===== src/rtl/adjust_pkg.sv =====
`default_nettype none
// ============================================================================
// Module   : adjust_pkg
// Brief    : Shared types and constants for the user-adjustment controller.
// Revision : 1.0 - initial release
// ============================================================================
package adjust_pkg;

    typedef enum logic [1:0] {
        RPT_IDLE   = 2'd0,
        RPT_DELAY  = 2'd1,
        RPT_REPEAT = 2'd2
    } rpt_state_t;

    localparam int TGT_CONTRAST = 0;
    localparam int TGT_BRIGHT   = 1;
    localparam int TGT_SAT      = 2;
    localparam int TGT_TINT     = 3;

    // Counter width able to hold 0..n-1, never narrower than one bit.
    function automatic int cnt_width(input int n);
        return (n > 1) ? $clog2(n) : 1;
    endfunction

endpackage
`default_nettype wire


===== src/rtl/btn_debounce.sv =====
`default_nettype none
// ============================================================================
// Module   : btn_debounce
// Brief    : Two-flop synchroniser, stability counter and press strobe.
// Revision : 1.0 - initial release
// ============================================================================
module btn_debounce
    import adjust_pkg::*;
#(
    parameter int DEBOUNCE_CYC = 500000
) (
    input  logic clk,
    input  logic rst,
    input  logic i_btn,
    output logic o_db,
    output logic o_press
);

    localparam int                 c_cnt_w    = cnt_width(DEBOUNCE_CYC);
    localparam logic [c_cnt_w-1:0] c_cnt_last = c_cnt_w'(DEBOUNCE_CYC - 1);

    logic [1:0]         r_sync;
    logic [1:0]         r_vld;
    logic [c_cnt_w-1:0] r_cnt;
    logic               r_db;
    logic               r_press;
    logic               r_armed;

    // A button held through reset must be seen low once before it may press.
    always_ff @(posedge clk) begin
        if (rst) begin
            r_sync  <= '0;
            r_vld   <= '0;
            r_cnt   <= '0;
            r_db    <= 1'b0;
            r_press <= 1'b0;
            r_armed <= 1'b0;
        end else begin
            r_sync  <= {r_sync[0], i_btn};
            r_vld   <= {r_vld[0], 1'b1};
            r_press <= 1'b0;
            if (r_vld[1] && !r_sync[1]) begin
                r_armed <= 1'b1;
            end
            if (r_sync[1] != r_db) begin
                if (r_cnt == c_cnt_last) begin
                    r_db    <= r_sync[1];
                    r_cnt   <= '0;
                    r_press <= r_sync[1] & r_armed;
                end else begin
                    r_cnt <= r_cnt + 1'b1;
                end
            end else begin
                r_cnt <= '0;
            end
        end
    end

    assign o_db    = r_db;
    assign o_press = r_press;

endmodule
`default_nettype wire


===== src/rtl/adjust_ctrl.sv =====
`default_nettype none
// ============================================================================
// Module   : adjust_ctrl
// Brief    : Debounced up/down/select buttons steering frame-aligned inc/dec
//            pulses to one effect block. ADJUST_AUTO_REPEAT_EN adds auto-repeat.
// Revision : 1.0 - initial release
// ============================================================================
module adjust_ctrl
    import adjust_pkg::*;
#(
    parameter int DEBOUNCE_CYC = 500000,
    parameter int REPEAT_DELAY = 25000000,
    parameter int REPEAT_RATE  = 5000000,
    parameter int NUM_TARGETS  = 4
) (
    input  logic                           clk,
    input  logic                           rst,
    input  logic                           btn_up,
    input  logic                           btn_dn,
    input  logic                           btn_sel,
    input  logic                           frame_start,
    output logic [NUM_TARGETS-1:0]         inc,
    output logic [NUM_TARGETS-1:0]         dec,
    output logic [$clog2(NUM_TARGETS)-1:0] sel,
    output logic                           pending
);

    localparam int                     c_sel_w    = $clog2(NUM_TARGETS);
    localparam logic [c_sel_w-1:0]     c_sel_last = c_sel_w'(NUM_TARGETS - 1);
    localparam logic [NUM_TARGETS-1:0] c_one      = NUM_TARGETS'(1);

    logic [2:0] w_raw;
    logic [2:0] w_db;
    logic [2:0] w_press;
    logic [1:0] w_req;
    logic       w_both;
    logic       w_unused_db_sel;

    assign w_raw           = {btn_sel, btn_dn, btn_up};
    assign w_both          = w_db[0] & w_db[1];
    assign w_unused_db_sel = w_db[2];

    generate
        for (genvar gi = 0; gi < 3; gi++) begin : g_btn
            btn_debounce #(
                .DEBOUNCE_CYC (DEBOUNCE_CYC)
            ) u_deb (
                .clk     (clk),
                .rst     (rst),
                .i_btn   (w_raw[gi]),
                .o_db    (w_db[gi]),
                .o_press (w_press[gi])
            );
        end
    endgenerate

`ifdef ADJUST_AUTO_REPEAT_EN
    localparam int c_rpt_w = cnt_width((REPEAT_DELAY > REPEAT_RATE) ? REPEAT_DELAY : REPEAT_RATE);
    localparam logic [c_rpt_w-1:0] c_dly_last  = c_rpt_w'(REPEAT_DELAY - 1);
    localparam logic [c_rpt_w-1:0] c_rate_last = c_rpt_w'(REPEAT_RATE - 1);

    generate
        for (genvar gd = 0; gd < 2; gd++) begin : g_rpt
            rpt_state_t         r_state;
            logic [c_rpt_w-1:0] r_cnt;

            assign w_req[gd] = !w_both &&
                               ((r_state == RPT_IDLE   && w_press[gd]) ||
                                (r_state == RPT_DELAY  && r_cnt == c_dly_last  && w_db[gd]) ||
                                (r_state == RPT_REPEAT && r_cnt == c_rate_last && w_db[gd]));

            // Both directions held, or this one released, parks the FSM.
            always_ff @(posedge clk) begin
                if (rst || w_both || !w_db[gd]) begin
                    r_state <= RPT_IDLE;
                    r_cnt   <= '0;
                end else begin
                    case (r_state)
                        RPT_IDLE: begin
                            if (w_press[gd]) begin
                                r_state <= RPT_DELAY;
                                r_cnt   <= '0;
                            end
                        end
                        RPT_DELAY: begin
                            if (r_cnt == c_dly_last) begin
                                r_state <= RPT_REPEAT;
                                r_cnt   <= '0;
                            end else begin
                                r_cnt <= r_cnt + 1'b1;
                            end
                        end
                        RPT_REPEAT: begin
                            if (r_cnt == c_rate_last) begin
                                r_cnt <= '0;
                            end else begin
                                r_cnt <= r_cnt + 1'b1;
                            end
                        end
                        default: begin
                            r_state <= RPT_IDLE;
                            r_cnt   <= '0;
                        end
                    endcase
                end
            end
        end
    endgenerate
`else
    localparam int c_unused_rpt = REPEAT_DELAY + REPEAT_RATE;

    assign w_req = w_press[1:0] & {2{~w_both}};
`endif

    logic                   r_pend_inc;
    logic                   r_pend_dec;
    logic                   w_pend_inc_nxt;
    logic                   w_pend_dec_nxt;
    logic                   w_issue;
    logic [c_sel_w-1:0]     r_sel;
    logic [NUM_TARGETS-1:0] r_inc;
    logic [NUM_TARGETS-1:0] r_dec;
    logic [NUM_TARGETS-1:0] w_onehot;

    assign w_issue  = frame_start & (r_pend_inc | r_pend_dec);
    assign w_onehot = c_one << r_sel;

    // Issue frees the latch first so a same-cycle request waits a frame.
    always_comb begin
        w_pend_inc_nxt = r_pend_inc;
        w_pend_dec_nxt = r_pend_dec;
        if (w_issue) begin
            w_pend_inc_nxt = 1'b0;
            w_pend_dec_nxt = 1'b0;
        end
        if (w_req[0]) begin
            if (w_pend_dec_nxt) begin
                w_pend_dec_nxt = 1'b0;
            end else begin
                w_pend_inc_nxt = 1'b1;
            end
        end
        if (w_req[1]) begin
            if (w_pend_inc_nxt) begin
                w_pend_inc_nxt = 1'b0;
            end else begin
                w_pend_dec_nxt = 1'b1;
            end
        end
        if (w_press[2]) begin
            w_pend_inc_nxt = 1'b0;
            w_pend_dec_nxt = 1'b0;
        end
    end

    always_ff @(posedge clk) begin
        if (rst) begin
            r_pend_inc <= 1'b0;
            r_pend_dec <= 1'b0;
            r_sel      <= '0;
            r_inc      <= '0;
            r_dec      <= '0;
        end else begin
            r_pend_inc <= w_pend_inc_nxt;
            r_pend_dec <= w_pend_dec_nxt;
            r_inc      <= (w_issue && r_pend_inc) ? w_onehot : '0;
            r_dec      <= (w_issue && r_pend_dec) ? w_onehot : '0;
            if (w_press[2]) begin
                r_sel <= (r_sel == c_sel_last) ? '0 : r_sel + 1'b1;
            end
        end
    end

    assign inc     = r_inc;
    assign dec     = r_dec;
    assign sel     = r_sel;
    assign pending = r_pend_inc | r_pend_dec;

endmodule
`default_nettype wire


===== config.mk =====
export PLATFORM = sky130hd
export DESIGN_NAME = adjust_ctrl
export DESIGN_NICKNAME = d
export VERILOG_FILES = /design/src/rtl/adjust_pkg.sv /design/src/rtl/btn_debounce.sv /design/src/rtl/adjust_ctrl.sv
export SDC_FILE = /design/constraint.sdc
export NUM_CORES = 1
export LEC_CHECK = 0
export BUFFER_PORTS_ARGS = -buffer_cell sky130_fd_sc_hd__buf_4
export CAP_MARGIN = 20
export CORE_MARGIN = 4
export CORE_UTILIZATION = 30
export CTS_CLUSTER_DIAMETER = 40
export DETAILED_ROUTE_END_ITERATION = 8
export PLACE_DENSITY = 0.48
export SLEW_MARGIN = 15
export SYNTH_ARGS = -nofsm -noshare
export SYNTH_HDL_FRONTEND = slang
export SYNTH_SLANG_ARGS = --single-unit

===== constraint.sdc =====
create_clock -name clk -period 1.8 [get_ports clk]
set_input_delay 0.18 -clock clk [delete_from_list [all_inputs] [get_ports clk]]
set_output_delay 0.18 -clock clk [all_outputs]
set_load 0.05 [all_outputs]

* After elaboration in Yosys (flattened, before gate mapping)
Cells that the tools add are included.
Widths: inputs -> output; s select.
** Word-level totals
- Latch bits :: 0
- Register bits :: 90
- Bits of input ports :: 6
- Memories kept :: 0
- Logic and storage cells :: 86
- Output and inout bits :: 11
- ROM bits :: 0
- Bits in writable memories :: 0
** Cells by class
- $mul :: 0
- Mux-type cells :: 11
- Magnitude comparators :: 0
- Reductions and logical operators :: 21
- Eq/ne operators :: 7
- $add $sub $neg :: 4
- Bitwise gates (word level) :: 16
- Div/mod/pow operators :: 0
- Shift operators :: 1
** Operators with widths (count)
- $add 19x1->19 const B :: 3
- $eq 19x19->1 const B :: 3
- $reduce_or 3->1 :: 7
- $mux 1 :: 10
- $not 1->1 :: 9
- $reduce_and 2->1 :: 3
- $reduce_or 2->1 :: 3
- $and 1x1->1 :: 5
- $logic_and 1x1->1 :: 5
- $shl 1x2->4 const A :: 1
- $logic_not 1->1 :: 3
- $ne 1x1->1 :: 3
- $add 2x1->2 const B :: 1
- $and 2x2->2 :: 1
- $eq 2x2->1 const B :: 1
- $mux 2 :: 1
- $or 1x1->1 :: 1

* Longest topological paths before layout
Gate-level depths: netlist (run 1).
- Depth after elaboration :: 7
- Gate-level depth with buffers :: 6

* Modules after synthesis
Synthesis (run 1) repeated with hierarchy kept, for this count alone.
** Second synthesis, totals
- Cells, all modules :: 396
- Area total of the unflattened synthesis :: 3788.6 um2
** By module, submodules not included
- btn_debounce :: seq. area each 520.5 um2, cells each 116, area each 1107.3 um2, instances 3
- adjust_ctrl :: seq. area each 240.2 um2, cells each 48, area each 466.7 um2, instances 1

* Least setup slack after synthesis (run 1)
No wires, ideal clock.
- Kind :: register -> register
- Start :: reg g_btn[1].u_deb.r_cnt[9]
- End :: reg g_btn[1].u_deb.r_cnt[11]
- Data required time :: 1.685 ns
- Setup slack :: -0.112 ns
- Arrival :: 1.797 ns
- Stages on the path, launching flop included :: 6
- Library setup time :: 0.115 ns
- Cells stage by stage :: dfxtp_1 or4b_1 or4_4 o21ai_4 buf_4 nor2_1
** On the way
- Cells in the longest elaborated chain, start to end :: 2
** Ends and longest elaborated chain
- start: declaration :: RTL line btn_debounce.sv:24 : logic [c_cnt_w-1:0] r_cnt;
- start signal: assignment :: RTL line btn_debounce.sv:51 : r_cnt <= r_cnt + 1'b1;
- branches (longest 2 deep; another with $add 19x1->19)
Several ways; the timed one is not identified.
A chain may end at the register's enable or synchronous reset.

* Worst setup path after layout (run 1)
- Start :: reg g_btn[1].u_deb.r_cnt[11]
- End :: reg g_btn[1].u_deb.r_db
** On the way
- Cells in the longest elaborated chain, start to end :: 2
** Ends and longest elaborated chain
- $eq 19x19->1 :: RTL line btn_debounce.sv:46 : if (r_cnt == c_cnt_last) begin
- $reduce_and 2->1 (no line)
- end signal: assignment :: RTL line btn_debounce.sv:47 : r_db <= r_sync[1];
- end: declaration :: RTL line btn_debounce.sv:25 : logic r_db;
Every way passes these cells.

==> key figures, run 1 <==
Run status
  • Status: complete, but fails checks
  • Failing checks: negative setup slack

Timing
  • Setup ws final: -0.04080 ns
  • F_max: 543.2 MHz
  • WHS: 0.06240 ns
  • Post-route minimum period: 1.841 ns
  • Period Utilization, post-route: 102.3%
  • Relative slew slack: 70.08%
  • Final hold violations: 0
  • Unrepaired setup endpoints after global routing: yes
  • Max Slew Vio Count: 0
  • Skew final: 0.004938 ns
  • Least-Margin Pin Slew: 0.4426 ns
  • Final setup vio count: 3

Final layout
  • Diode count: 0
  • Nets: 474
  • Fill cell count: 1156
  • Area occupied by multi-input gates: 1878 µm²
  • Reg area: 1727 µm²
  • Layout cells sized above 1: 20.39%
  • P&R area growth vs syn: 26.88%
  • Design Area, Final: 4583 µm²

Logic synthesis
  • Synth async-reset ratio: 0%
  • Largest area contributor in the netlist: dfxtp_1
  • Syn_nets: 417
  • Synth cell types: 46
  • Post-synth top area share: 47.66%
  • Synthesized area: 3612 µm²
  • Synthesized netlist cell count: 404
  • Post-synth top cells: dfxtp_1, nor2_1, xnor2_1
  • Sequential-to-total area share from yosys stat: 47.66%
  • Synth Register Bits: 86
  • Count leader, synth: dfxtp_1
  • Post-synth EDFFs: 0
  • Post-synthesis area per instance: 8.941 µm²
  • Yosys warnings: 0
  • Area contributors post-synth: dfxtp_1, xnor2_1, nor2_1
  • Predominant post-synthesis flop cell: dfxtp_1

Worst setup path
  • Setup CP Type: flip-flop to flip-flop
  • Reg2reg path depth: 4
  • FF-to-FF End: g_btn[1].u_deb.o_db
  • Worst R2R Setup Slack: -0.04 ns
  • Worst setup SP type: flip-flop
  • CP Capture Type: flip-flop
  • Launching point of the worst reg2reg path: g_btn[1].u_deb.r_cnt[11]
  • Critical Path Fanout Max: 4
  • Data required, critical path: 2.07 ns
  • WP data arrival: 2.11 ns

Worst hold path
  • Hold path start: btn_up
  • Hold path depth: 2
  • Hold Path End: g_btn[0].u_deb.r_sync[0]
  • Hold Path Class: input pin to flip-flop

Pwr
  • Clk pwr share: 48.8%
  • Maximum vdd ir drop: 435.4 µV
  • Share of total power in combinational logic: 1.6%
  • LEAKAGE: 0.001523 µW
  • Cell-internal power: 3067 µW
  • NetSw: 818.3 µW
  • Total power: 3885 µW
  • Pwr dens: 847.6 nW/µm²
  • Flop pwr share: 49.6%
  • Net Sw Frac: 21.06%

Die
  • Row cnt: 39
  • Core Box Area: 11610 µm²
  • Initial Util: 31.10%
  • Die Span Y: 117.7 µm
  • Die span in x: 117.7 µm
  • Ports: 17
  • DIE AREA: 13860 µm²

Global route
  • Grt total ovfl: 0
  • Number of global-route vias before repair: 2757
  • First-pass GRT wire length: 12.88 mm
  • GRT Overall Usage: 11.24%
  • Largest net degree at the start of global routing: 25
  • Initial antenna violation count: 0

Drt
  • Post-DRT Antenna Nets: 0
  • WL final: 7.467 mm
  • DR vias: 2927
  • Initial drt markers: 185
  • Post-DR vias/cell: 4.806
  • DRC errors left: 0
  • Drt wl/cell: 12.26 µm
  • Pre-antenna DRT Iters: 4

Placed design
  • PortBufs: 16
  • Post-Place Setup Slack: -0.04425 ns
  • Routability cong.: 0.7747
  • Dpl hpwl: 5.274 mm
  • Post-placement cell area: 4183 µm²

Clock network
  • H-tree depth: 3
  • Clock sink count: 86
  • CTS max path bufs: 2
  • CTS buffer count: 9
  • CTS tree: built
  • Clk root buf: clkbuf_16
  • Clk pin slew, worst setup/hold paths: 0.06 ns
  • Hold_buf cts: 0
  • Clk_lat worst skew: 0.34 ns

Run
  • Maxcap violations: 0
## layer usage
| layer | global-route usage [%] | vias to the layer above | wire length, µm |
|---|---|---|---|
| met5 | 0 | - | 0 |
| met4 | 6.154 | 0 | 176 |
| met3 | 2.547 | 11 | 231 |
| met2 | 16.71 | 30 | 3272 |
| met1 | 15.06 | 1354 | 3786 |
| li1 | - | 1532 | - |
## power groups by stage
stage	clock, µW	combinational (µW)	sequential, µW
final	1900	62.5	1930
after floorplan	0	34.3	1970
after detailed placement	0	62.3	1970
after global routing	2050	70.9	1930
after global placement	0	61.7	1970
after CTS	1960	62.6	1930
## worst max path at each step
stage | startpoint | endpoint | slack [ns] | depth (start not counted)
4_1_cts | g_btn[1].u_deb.r_cnt[11] | g_btn[1].u_deb.o_db | -0.05 | 4
5_1_grt | g_btn[1].u_deb.r_cnt[11] | g_btn[1].u_deb.o_db | -0.09 | 4
3_3_place_gp | g_btn[1].u_deb.r_cnt[11] | g_btn[1].u_deb.o_db | -0.03 | 4
6_report | g_btn[1].u_deb.r_cnt[11] | g_btn[1].u_deb.o_db | -0.04 | 4
3_5_place_dp | g_btn[1].u_deb.r_cnt[11] | g_btn[1].u_deb.o_db | -0.04 | 4
2_1_floorplan | g_btn[1].u_deb.r_cnt[11] | g_btn[1].u_deb.o_db | -0.007 | 4
## per-stage QoR
step	utilization, %	setup TNS (ns)	cells
2_1_floorplan	-	-0.007133	404
3_3_place_gp	36.02	-0.03935	590
5_1_grt	39.46	-0.9487	609
3_5_place_dp	36.02	-0.08994	590
6_report	39.46	-0.09256	609
4_1_cts	38.69	-0.1048	606
## cell type report
class                           count  share of cell area [%]
Tap cell                          143                   3.904
Sequential cell                    86                   37.67
Clock inverter                      6                   1.529
Inverter                           14                   1.147
Multi-Input combinational cell    295                   40.98
Clock buffer                       10                   5.214
Timing Repair Buffer               55                   9.555
## cell families after synthesis
kind of cell,Yosys count,share of synthesized area [%]
buf+inv,23,2.529
flops,86,47.66
simple gates,205,29.48
xor+xnor,44,10.67
mux,2,0.5888
compound gates,37,6.651
fa+ha+maj,7,2.425
## state kept, by name, indices dropped and copies added, names as in the netlist
| signal | flops |
|---|---|
| g_btn.u_deb.o_db | 3 |
| inc | 4 |
| g_btn.u_deb.o_press | 3 |
| r_pend_inc | 1 |
| dec | 4 |
| g_btn.u_deb.r_cnt | 57 |
| g_btn.u_deb.r_sync | 6 |
| g_btn.u_deb.r_armed | 3 |
| r_pend_dec | 1 |
| g_btn.u_deb.r_vld | 2 |
| sel | 2 |
## worst max-delay path, stage by stage, from the launching register on
cell and delay (ns):
dfxtp_2 0.32, or4b_1 0.50, or4_4 0.46, or3_1 0.38
a21oi_1 0.12
## placed cells by master (no fill, tap or decap), types with 3 or more instances in the layout
master,count
a21oi_1,16
and3_1,8
and4_1,5
buf_4,53
clkbuf_16,9
clkinv_4,3
dfxtp_1,82
dfxtp_2,4
ha_1,6
inv_1,13
nand2_1,26
nand3_1,21
nand4_1,16
nand4b_1,3
nor2_1,66
nor2b_1,9
nor3_1,16
nor4_1,9
nor4b_1,3
o21ai_0,4
o31ai_1,4
or3_1,3
or4_1,3
or4_4,3
xnor2_1,31
xor2_1,13
## what timing repair did
item	in CTS	in global routing
hold endpoints to repair	0	0
resized for setup	1	14
setup endpoints to repair	4	57
pin swaps	0	3
setup buffers	0	3
No activity file was read; power rests on OpenSTA's default activity.
==> run 2: changes to the inputs <==
CAP_MARGIN = unset   (was 20)
CTS_CLUSTER_SIZE = 20   (was unset)
PLACE_DENSITY = 0.47   (was 0.48)
clock period = 2.35 ns   (was 1.8 ns; I/O delays follow)
==> run 2 against run 1 <==
  * Sequential share of layout area up 3.4 points
  * The run now ends clean
  * Largest cell class unchanged
  * Core utilization down 3.4 points
  * Critical endpoint is now g_btn[1].u_deb.r_cnt[14]
  * Global-route usage down 0.41 points
==> key figures, run 2 (synthesis results as in run 1) <==
Timing
  • Setup ws final: 0.2719 ns (+0.3127 ns)
  • Least-Margin Pin Slew: 0.5803 ns (+0.1377 ns)
  • Setup total negative slack: 0 ns (+0.09256 ns)
  • Skew final: 0.006145 ns (+0.001207 ns)
  • Relative slew slack: 60.95% (-9.1 points)
  • F_max: 481.2 MHz (-11%)
  • Final setup vio count: 0 (-3)
  • Post-route minimum period: 2.078 ns (+0.2373 ns)
  • Period Utilization, post-route: 88.43% (-14 points)
  • Unrepaired setup endpoints after global routing: no
  • Max Slew Vio Count: 0 (unchanged)
  • Final hold violations: 0 (unchanged)

Run
  • Maxcap violations: 0 (unchanged)

Drt
  • Pre-antenna DRT Iters: 4 (unchanged)
  • Initial drt markers: 172 (-7.0%)
  • WL final: 7.029 mm (-5.9%)
  • Drt wl/cell: 12.27 µm (about the same)
  • Post-DRT Antenna Nets: 0 (unchanged)
  • DR vias: 2761 (-5.7%)
  • DRC errors left: 0 (unchanged)
  • Post-DR vias/cell: 4.818 (+0.26%)

Placed design
  • Dpl hpwl: 4.888 mm (-7.3%)
  • Routability cong.: 0.8339 (+7.6%)
  • PortBufs: 16 (unchanged)
  • Post-Place Setup Slack: 0.2645 ns (+0.3088 ns)
  • Number of instances in the placed design: 558 (-5.4%)
  • Post-placement cell area: 3902 µm² (-6.7%)

Die
  • Initial Util: 31.10% (unchanged)
  • Die Span Y: 117.7 µm (unchanged)
  • Row cnt: 39 (unchanged)
  • DIE AREA: 13860 µm² (unchanged)
  • Core Box Area: 11610 µm² (unchanged)
  • Die span in x: 117.7 µm (unchanged)
  • Ports: 17 (unchanged)

Global route
  • GR Util met2: 15.99% (-0.72 points)
  • Most Crowded Layer GR: met2
  • Largest net degree at the start of global routing: 25 (unchanged)
  • GRT Overall Usage: 10.82% (-0.41 points)
  • First-pass GRT wire length: 12.45 mm (-3.3%)
  • Initial antenna violation count: 0 (unchanged)
  • Number of global-route vias before repair: 2635 (-4.4%)
  • Grt total ovfl: 0 (unchanged)
  • Met1 GRT Util: 14.41% (-0.65 points)
  • Met3 usage: 4.325% (+1.8 points)

Final layout
  • Fill cell count: 1198 (+3.6%)
  • Diode count: 0 (unchanged)
  • Layout cells sized above 1: 9.302% (-11 points)
  • Commonest non-fill, non-tap cell in the layout: dfxtp_1
  • Largest register FFs: 57 (unchanged)
  • Nets: 439 (-7.4%)
  • Design Area, Final: 4194 µm² (-8.5%)
  • Commonest non-fill, non-tap cells in the layout: dfxtp_1, nor2_1, xnor2_1, nand2_1, nand3_1
  • P&R area growth vs syn: 16.11%
  • Top flop regs: g_btn.u_deb.r_cnt: 57 flops, g_btn.u_deb.r_sync: 6 flops
  • Top reg by flops: g_btn.u_deb.r_cnt
  • Fin cells: 573 (-5.9%)

Clock network
  • CTS tree: built
  • Setup repair bufs after CTS: 0 (unchanged)
  • Post_cts resized: 0 (-1)
  • Hold_buf cts: 0 (unchanged)
  • CTS buffer count: 9 (unchanged)
  • CTS max path bufs: 2 (unchanged)
  • Clk_lat worst skew: 0.34 ns (about the same)
  • Clk pin slew, worst setup/hold paths: 0.06 ns (about the same)
  • Clock sink count: 86 (unchanged)
  • Clk root buf: clkbuf_16
  • H-tree depth: 3 (unchanged)

Pwr
  • Cell-internal power: 2333 µW (-24%)
  • Share of total power in combinational logic: 1.4% (-0.2 points)
  • LEAKAGE: 0.001311 µW (-14%)
  • Net Sw Frac: 20.13% (-0.94 points)
  • Maximum vdd ir drop: 396.5 µV (-8.9%)
  • Flop pwr share: 50.5% (+0.9 points)
  • Clk pwr share: 48.0% (-0.8 points)
  • Pwr dens: 696.4 nW/µm² (-18%)
  • NetSw: 587.8 µW (-28%)

Worst setup path
  • Data required, critical path: 2.56 ns (+0.49 ns)
  • Critical Path Fanout Max: 17 (+13)
  • Slowest-stage cell, CP: or4b_1
  • WP data arrival: 2.29 ns (+0.18 ns)
  • Worst setup SP type: flip-flop
  • Largest stage delay, worst path: 0.54 ns (+0.04 ns)
  • CP Cell Sequence: or4b_1, or4_4, o21ai_4, nor2_1
  • Setup CP Type: flip-flop to flip-flop
  • CP Capture Type: flip-flop

Run status
  • Status: complete, no violations

Worst hold path
  • Hold Path Class: input pin to flip-flop
-- run 2: changes by cell type in the layout (fill, tap and decap cells not counted), moves of 2 or more --
cell | previous run | this run
buf_4 | 53 | 20
dfxtp_1 | 82 | 86
dfxtp_2 | 4 | 0
clkinv_4 | 3 | 0
and3_1 | 8 | 10
and3_4 | 2 | 0
buf_12 | 2 | 0
clkbuf_1 | 0 | 2
clkinvlp_4 | 0 | 2
nor4_1 | 9 | 11
or4_1 | 3 | 5
or4_4 | 3 | 1
-- run 2: layer usage --
layer	wire [µm]	vias up
li1	-	1457
met1	3703	1266
met2	2980	34
met3	265	4
met4	79	0
met5	0	-
-- run 2: cell type report --
| class | count | area [µm²] | share of cell area, % |
|---|---|---|---|
| Inverter | 14 | 52.55 | 1.253 |
| Clock buffer | 12 | 246.5 | 5.877 |
| Clock inverter | 3 | 45.04 | 1.074 |
| Sequential cell | 86 | 1722 | 41.05 |
| Tap cell | 143 | 178.9 | 4.266 |
| Timing Repair Buffer | 20 | 150.1 | 3.580 |
| Multi-Input combinational cell | 295 | 1799 | 42.90 |
-- run 2: critical path, delay by kind of cell, from the launching register on --
| family | cells | cell delay [ns] |
|---|---|---|
| and+or+nand+nor | 3 | 1.18 |
| AOI/OAI and AO/OA | 1 | 0.42 |
| DFF | 1 | 0.35 |
-- run 2: power groups by stage --
stage	Sequential (µW)	Combinational [µW]	Clock [µW]
after floorplan	1510	25.7	0
after global routing	1480	47.9	1520
after CTS	1480	43.3	1460
final	1480	41.8	1400
after global placement	1510	43.0	0
after detailed placement	1510	43.3	0
-- run 2: worst paths after layout --
path / from / to / slack [ns] / depth (start not counted)
worst min-delay path: btn_sel / g_btn[2].u_deb.r_sync[0] / 0.12 / 2
worst min register to register: g_btn[0].u_deb.r_sync[0] / g_btn[0].u_deb.r_sync[1] / 0.43 / 1
worst max-delay path: g_btn[1].u_deb.r_cnt[9] / g_btn[1].u_deb.r_cnt[14] / 0.27 / 4
worst max register to register: g_btn[1].u_deb.r_cnt[9] / g_btn[1].u_deb.r_cnt[14] / 0.27 / 4
-- run 2: per-stage QoR --
step	util [%]	total power [µW]	hold slack (ns)
after floorplan	-	1533	0.3632
after global placement	33.60	1551	0.4207
after detailed placement	33.60	1552	0.4204
after CTS	36.11	2978	0.1070
after global routing	36.11	3044	0.1203
final	36.11	2921	0.1187
==> run 3: changes to the inputs <==
ABC_AREA = 1   (was unset)
clock period = 2.65 ns   (was 2.35 ns; I/O delays follow)
==> run 3 against run 2 <==
  * First-iteration DRC count grew 0.58%
  * Worst hold slack better by 0.0069 ns
  * Cell area grew 9.3%
  * Via count is 21% higher
  * Critical path depth is 4 higher
  * Critical path type unchanged
  * Critical endpoint is now g_btn[0].u_deb.r_cnt[16]
==> key figures, run 3 <==
Run status
  • Status: complete, no violations

Logic synthesis
  • Post-synth EDFFs: 0 (unchanged)
  • Predominant post-synthesis flop cell: dfxtp_1
  • Post-synthesis area per instance: 6.998 µm² (-22%)
  • Count leader, synth: nand2_1
  • Synthesized area: 4003 µm² (+11%)
  • Post-synth top cells: nand2_1, nor2_1, dfxtp_1
  • Synthesized netlist cell count: 572 (+42%)
  • Syn_nets: 585 (+40%)
  • Sequential-to-total area share from yosys stat: 43.01% (-4.6 points)
  • Synth cell types: 28 (-39%)
  • Largest area contributor in the netlist: dfxtp_1
  • Synth async-reset ratio: 0% (unchanged)
  • Yosys warnings: 0 (unchanged)
  • Area contributors post-synth: dfxtp_1, nand2_1, nor2_1
  • Post-synth top area share: 43.01% (-4.6 points)
  • Synth Register Bits: 86 (unchanged)

Placed design
  • Dpl hpwl: 5.952 mm (+22%)
  • PortBufs: 16 (unchanged)
  • Post-placement cell area: 4292 µm² (+10%)
  • Routability cong.: 0.8327 (-0.14%)

Final layout
  • Commonest non-fill, non-tap cells in the layout: nand2_1, nor2_1, dfxtp_1, inv_1, nand3_1
  • Layout cells sized above 1: 8.696% (-0.61 points)
  • Top flop regs: g_btn.u_deb.r_cnt: 57 flops, g_btn.u_deb.r_sync: 6 flops
  • Top reg by flops: g_btn.u_deb.r_cnt
  • Util after Layout: 35.74% (-0.38 points)
  • Diode count: 0 (unchanged)
  • P&R area growth vs syn: 14.50%
  • Largest register FFs: 57 (unchanged)
  • Design Area, Final: 4583 µm² (+9.3%)
  • Nets: 606 (+38%)
  • Commonest non-fill, non-tap cell in the layout: nand2_1

Timing
  • Unrepaired setup endpoints after global routing: no
  • Final hold violations: 0 (unchanged)
  • WHS: 0.1256 ns (+0.006869 ns)
  • Least-Margin Pin Slew: 0.4415 ns (-0.1388 ns)
  • Final setup vio count: 0 (unchanged)
  • F_max: 600.0 MHz (+25%)
  • Skew final: 0.007207 ns (+0.001062 ns)
  • Period Utilization, post-route: 62.89% (-26 points)
  • Max Slew Vio Count: 0 (unchanged)
  • Relative slew slack: 70.46% (+9.5 points)
  • Setup total negative slack: 0 ns (unchanged)
  • Post-route minimum period: 1.667 ns (-0.4115 ns)

Global route
  • Number of global-route vias before repair: 3071 (+17%)
  • GRT Overall Usage: 11.41% (+0.59 points)
  • Initial antenna violation count: 0 (unchanged)
  • Largest net degree at the start of global routing: 20 (-20%)
  • Grt total ovfl: 0 (unchanged)
  • First-pass GRT wire length: 13.91 mm (+12%)

Pwr
  • Share of total power in combinational logic: 1.4% (about the same)
  • Total power: 2573 µW (-12%)
  • NetSw: 581.8 µW (-1.0%)
  • Flop pwr share: 50.8% (+0.3 points)
  • Pwr dens: 561.4 nW/µm² (-19%)
  • LEAKAGE: 0.001510 µW (+15%)
  • Cell-internal power: 1991 µW (-15%)
  • Maximum vdd ir drop: 302.1 µV (-24%)
  • Net Sw Frac: 22.61% (+2.5 points)
  • Clk pwr share: 47.7% (-0.3 points)

Worst setup path
  • CP Cell Sequence: ha_1, nand2_1, nor2_1, nand3_2, nand2_4, inv_1, nand2_1, inv_1
  • Setup CP Type: flip-flop to flip-flop
  • Worst R2R Setup Slack: 0.98 ns (+0.71 ns)
  • Largest stage delay, worst path: 0.44 ns (-0.10 ns)
  • Worst setup SP type: flip-flop
  • Reg2reg path depth: 8 (+4)
  • CP Launch Point: g_btn[0].u_deb.r_cnt[0]
  • Data required, critical path: 2.89 ns (+0.33 ns)
  • Launching point of the worst reg2reg path: g_btn[0].u_deb.r_cnt[0]
  • FF-to-FF End: g_btn[0].u_deb.r_cnt[16]
  • Crit path to: g_btn[0].u_deb.r_cnt[16]
  • Critical Path Fanout Max: 18 (+1)
  • Slowest-stage cell, CP: dfxtp_1
  • WP data arrival: 1.91 ns (-0.38 ns)
  • CP Capture Type: flip-flop

Clock network
  • Clk pin slew, worst setup/hold paths: 0.07 ns (about the same)
  • Post_cts resized: 0 (unchanged)
  • Hold_buf cts: 0 (unchanged)
  • CTS tree: built
  • CTS buffer count: 9 (unchanged)
  • Clock sink count: 86 (unchanged)
  • Clk root buf: clkbuf_16
  • Setup repair bufs after CTS: 0 (unchanged)
  • Clk_lat worst skew: 0.34 ns (about the same)
  • H-tree depth: 3 (unchanged)
  • CTS max path bufs: 2 (unchanged)

Die
  • DIE AREA: 15250 µm² (+10%)
  • Row cnt: 41 (+5.1%)
  • Core Box Area: 12820 µm² (+10%)
  • Ports: 17 (unchanged)
  • Die Span Y: 123.5 µm (+4.9%)
  • Initial Util: 31.21% (+0.11 points)
  • Die span in x: 123.5 µm (+4.9%)

Drt
  • Post-DR vias/cell: 4.331 (-10%)
  • Initial drt markers: 173 (+0.58%)
  • Post-DRT Antenna Nets: 0 (unchanged)
  • Pre-antenna DRT Iters: 4 (unchanged)
  • DR vias: 3335 (+21%)
  • Drt wl/cell: 10.45 µm (-15%)
  • DRC errors left: 0 (unchanged)
  • WL final: 8.044 mm (+14%)

Worst hold path
  • Hold Path Class: input pin to flip-flop

Run
  • Maxcap violations: 0 (unchanged)
==> run 3: cell count changes after synthesis, moves of 9 or more <==
cell | before | now
nand2_1 | 26 | 135
xnor2_1 | 31 | 6
inv_1 | 13 | 66
nor3_1 | 16 | 5
nor2_1 | 66 | 132
nor2b_1 | 9 | 0
nor4_1 | 11 | 0
and3_1 | 10 | 0
nand3_1 | 21 | 34
==> run 3: how the worst min path moves through the flow <==
stage / endpoint / slack (ns) / cells past startpoint / start
5_1_grt: g_btn[0].u_deb.r_sync[0] / 0.12 / 3 / btn_up
3_3_place_gp: g_btn[2].u_deb.r_sync[1] / 0.39 / 2 / g_btn[2].u_deb.r_sync[0]
3_5_place_dp: g_btn[2].u_deb.r_sync[1] / 0.39 / 2 / g_btn[2].u_deb.r_sync[0]
2_1_floorplan: g_btn[0].u_deb.r_sync[0] / 0.37 / 2 / btn_up
6_report: g_btn[0].u_deb.r_sync[0] / 0.13 / 3 / btn_up
4_1_cts: g_btn[0].u_deb.r_sync[0] / 0.11 / 3 / btn_up
==> run 3: logic make-up after synthesis <==
| logic type | Yosys count | synth area share, % |
|---|---|---|
| buffers and inverters | 75 | 7.627 |
| xor gates and xnor gates | 26 | 5.689 |
| AOI/OAI and AO/OA | 34 | 4.439 |
| adders and majority gates | 7 | 2.188 |
| and+or+nand+nor | 344 | 37.04 |
| DFF | 86 | 43.01 |
==> run 3: through the flow <==
step           worst slack (ns)  instances
2_1_floorplan             1.238        572
3_3_place_gp              1.035        754
3_5_place_dp             0.9780        754
4_1_cts                  0.9701        770
5_1_grt                  0.8164        770
6_report                 0.9834        770
==> run 3: routing by layer <==
metal  vias up  track usage (%)  share of wire, %
li1       1826                -                 -
met1      1467            14.55                49
met2        31            18.48                46
met3        11            2.425               2.2
met4         0            5.190               2.1
met5         -                0                 0
==> run 3: final cells by class <==
| class | instances | area (µm²) |
|---|---|---|
| tap | 172 | 215.2 |
| inverter | 69 | 259.0 |
| clock inverter | 6 | 52.55 |
| multi-input combinational | 411 | 1976 |
| clock buffer | 10 | 239.0 |
| sequential | 86 | 1722 |
| fill | 1373 | 8242 |
| timing repair buffer | 16 | 120.1 |
==> run 3: power by group through the flow <==
stage / clock (µW) / sequential, µW / combinational [µW]
2_1_floorplan: 0 / 1340 / 27.9
3_3_place_gp: 0 / 1340 / 37.7
3_5_place_dp: 0 / 1340 / 38.1
4_1_cts: 1270 / 1310 / 38.1
5_1_grt: 1320 / 1310 / 43.6
6_report: 1230 / 1310 / 36.7
==> run 3: worst max-delay path, delay by kind of cell, from the launching register on <==
kind | cells | cell delay [ns]
fa+ha+maj | 1 | 0.25
flops | 1 | 0.44
simple gates | 5 | 0.78
buf+inv | 2 | 0.11
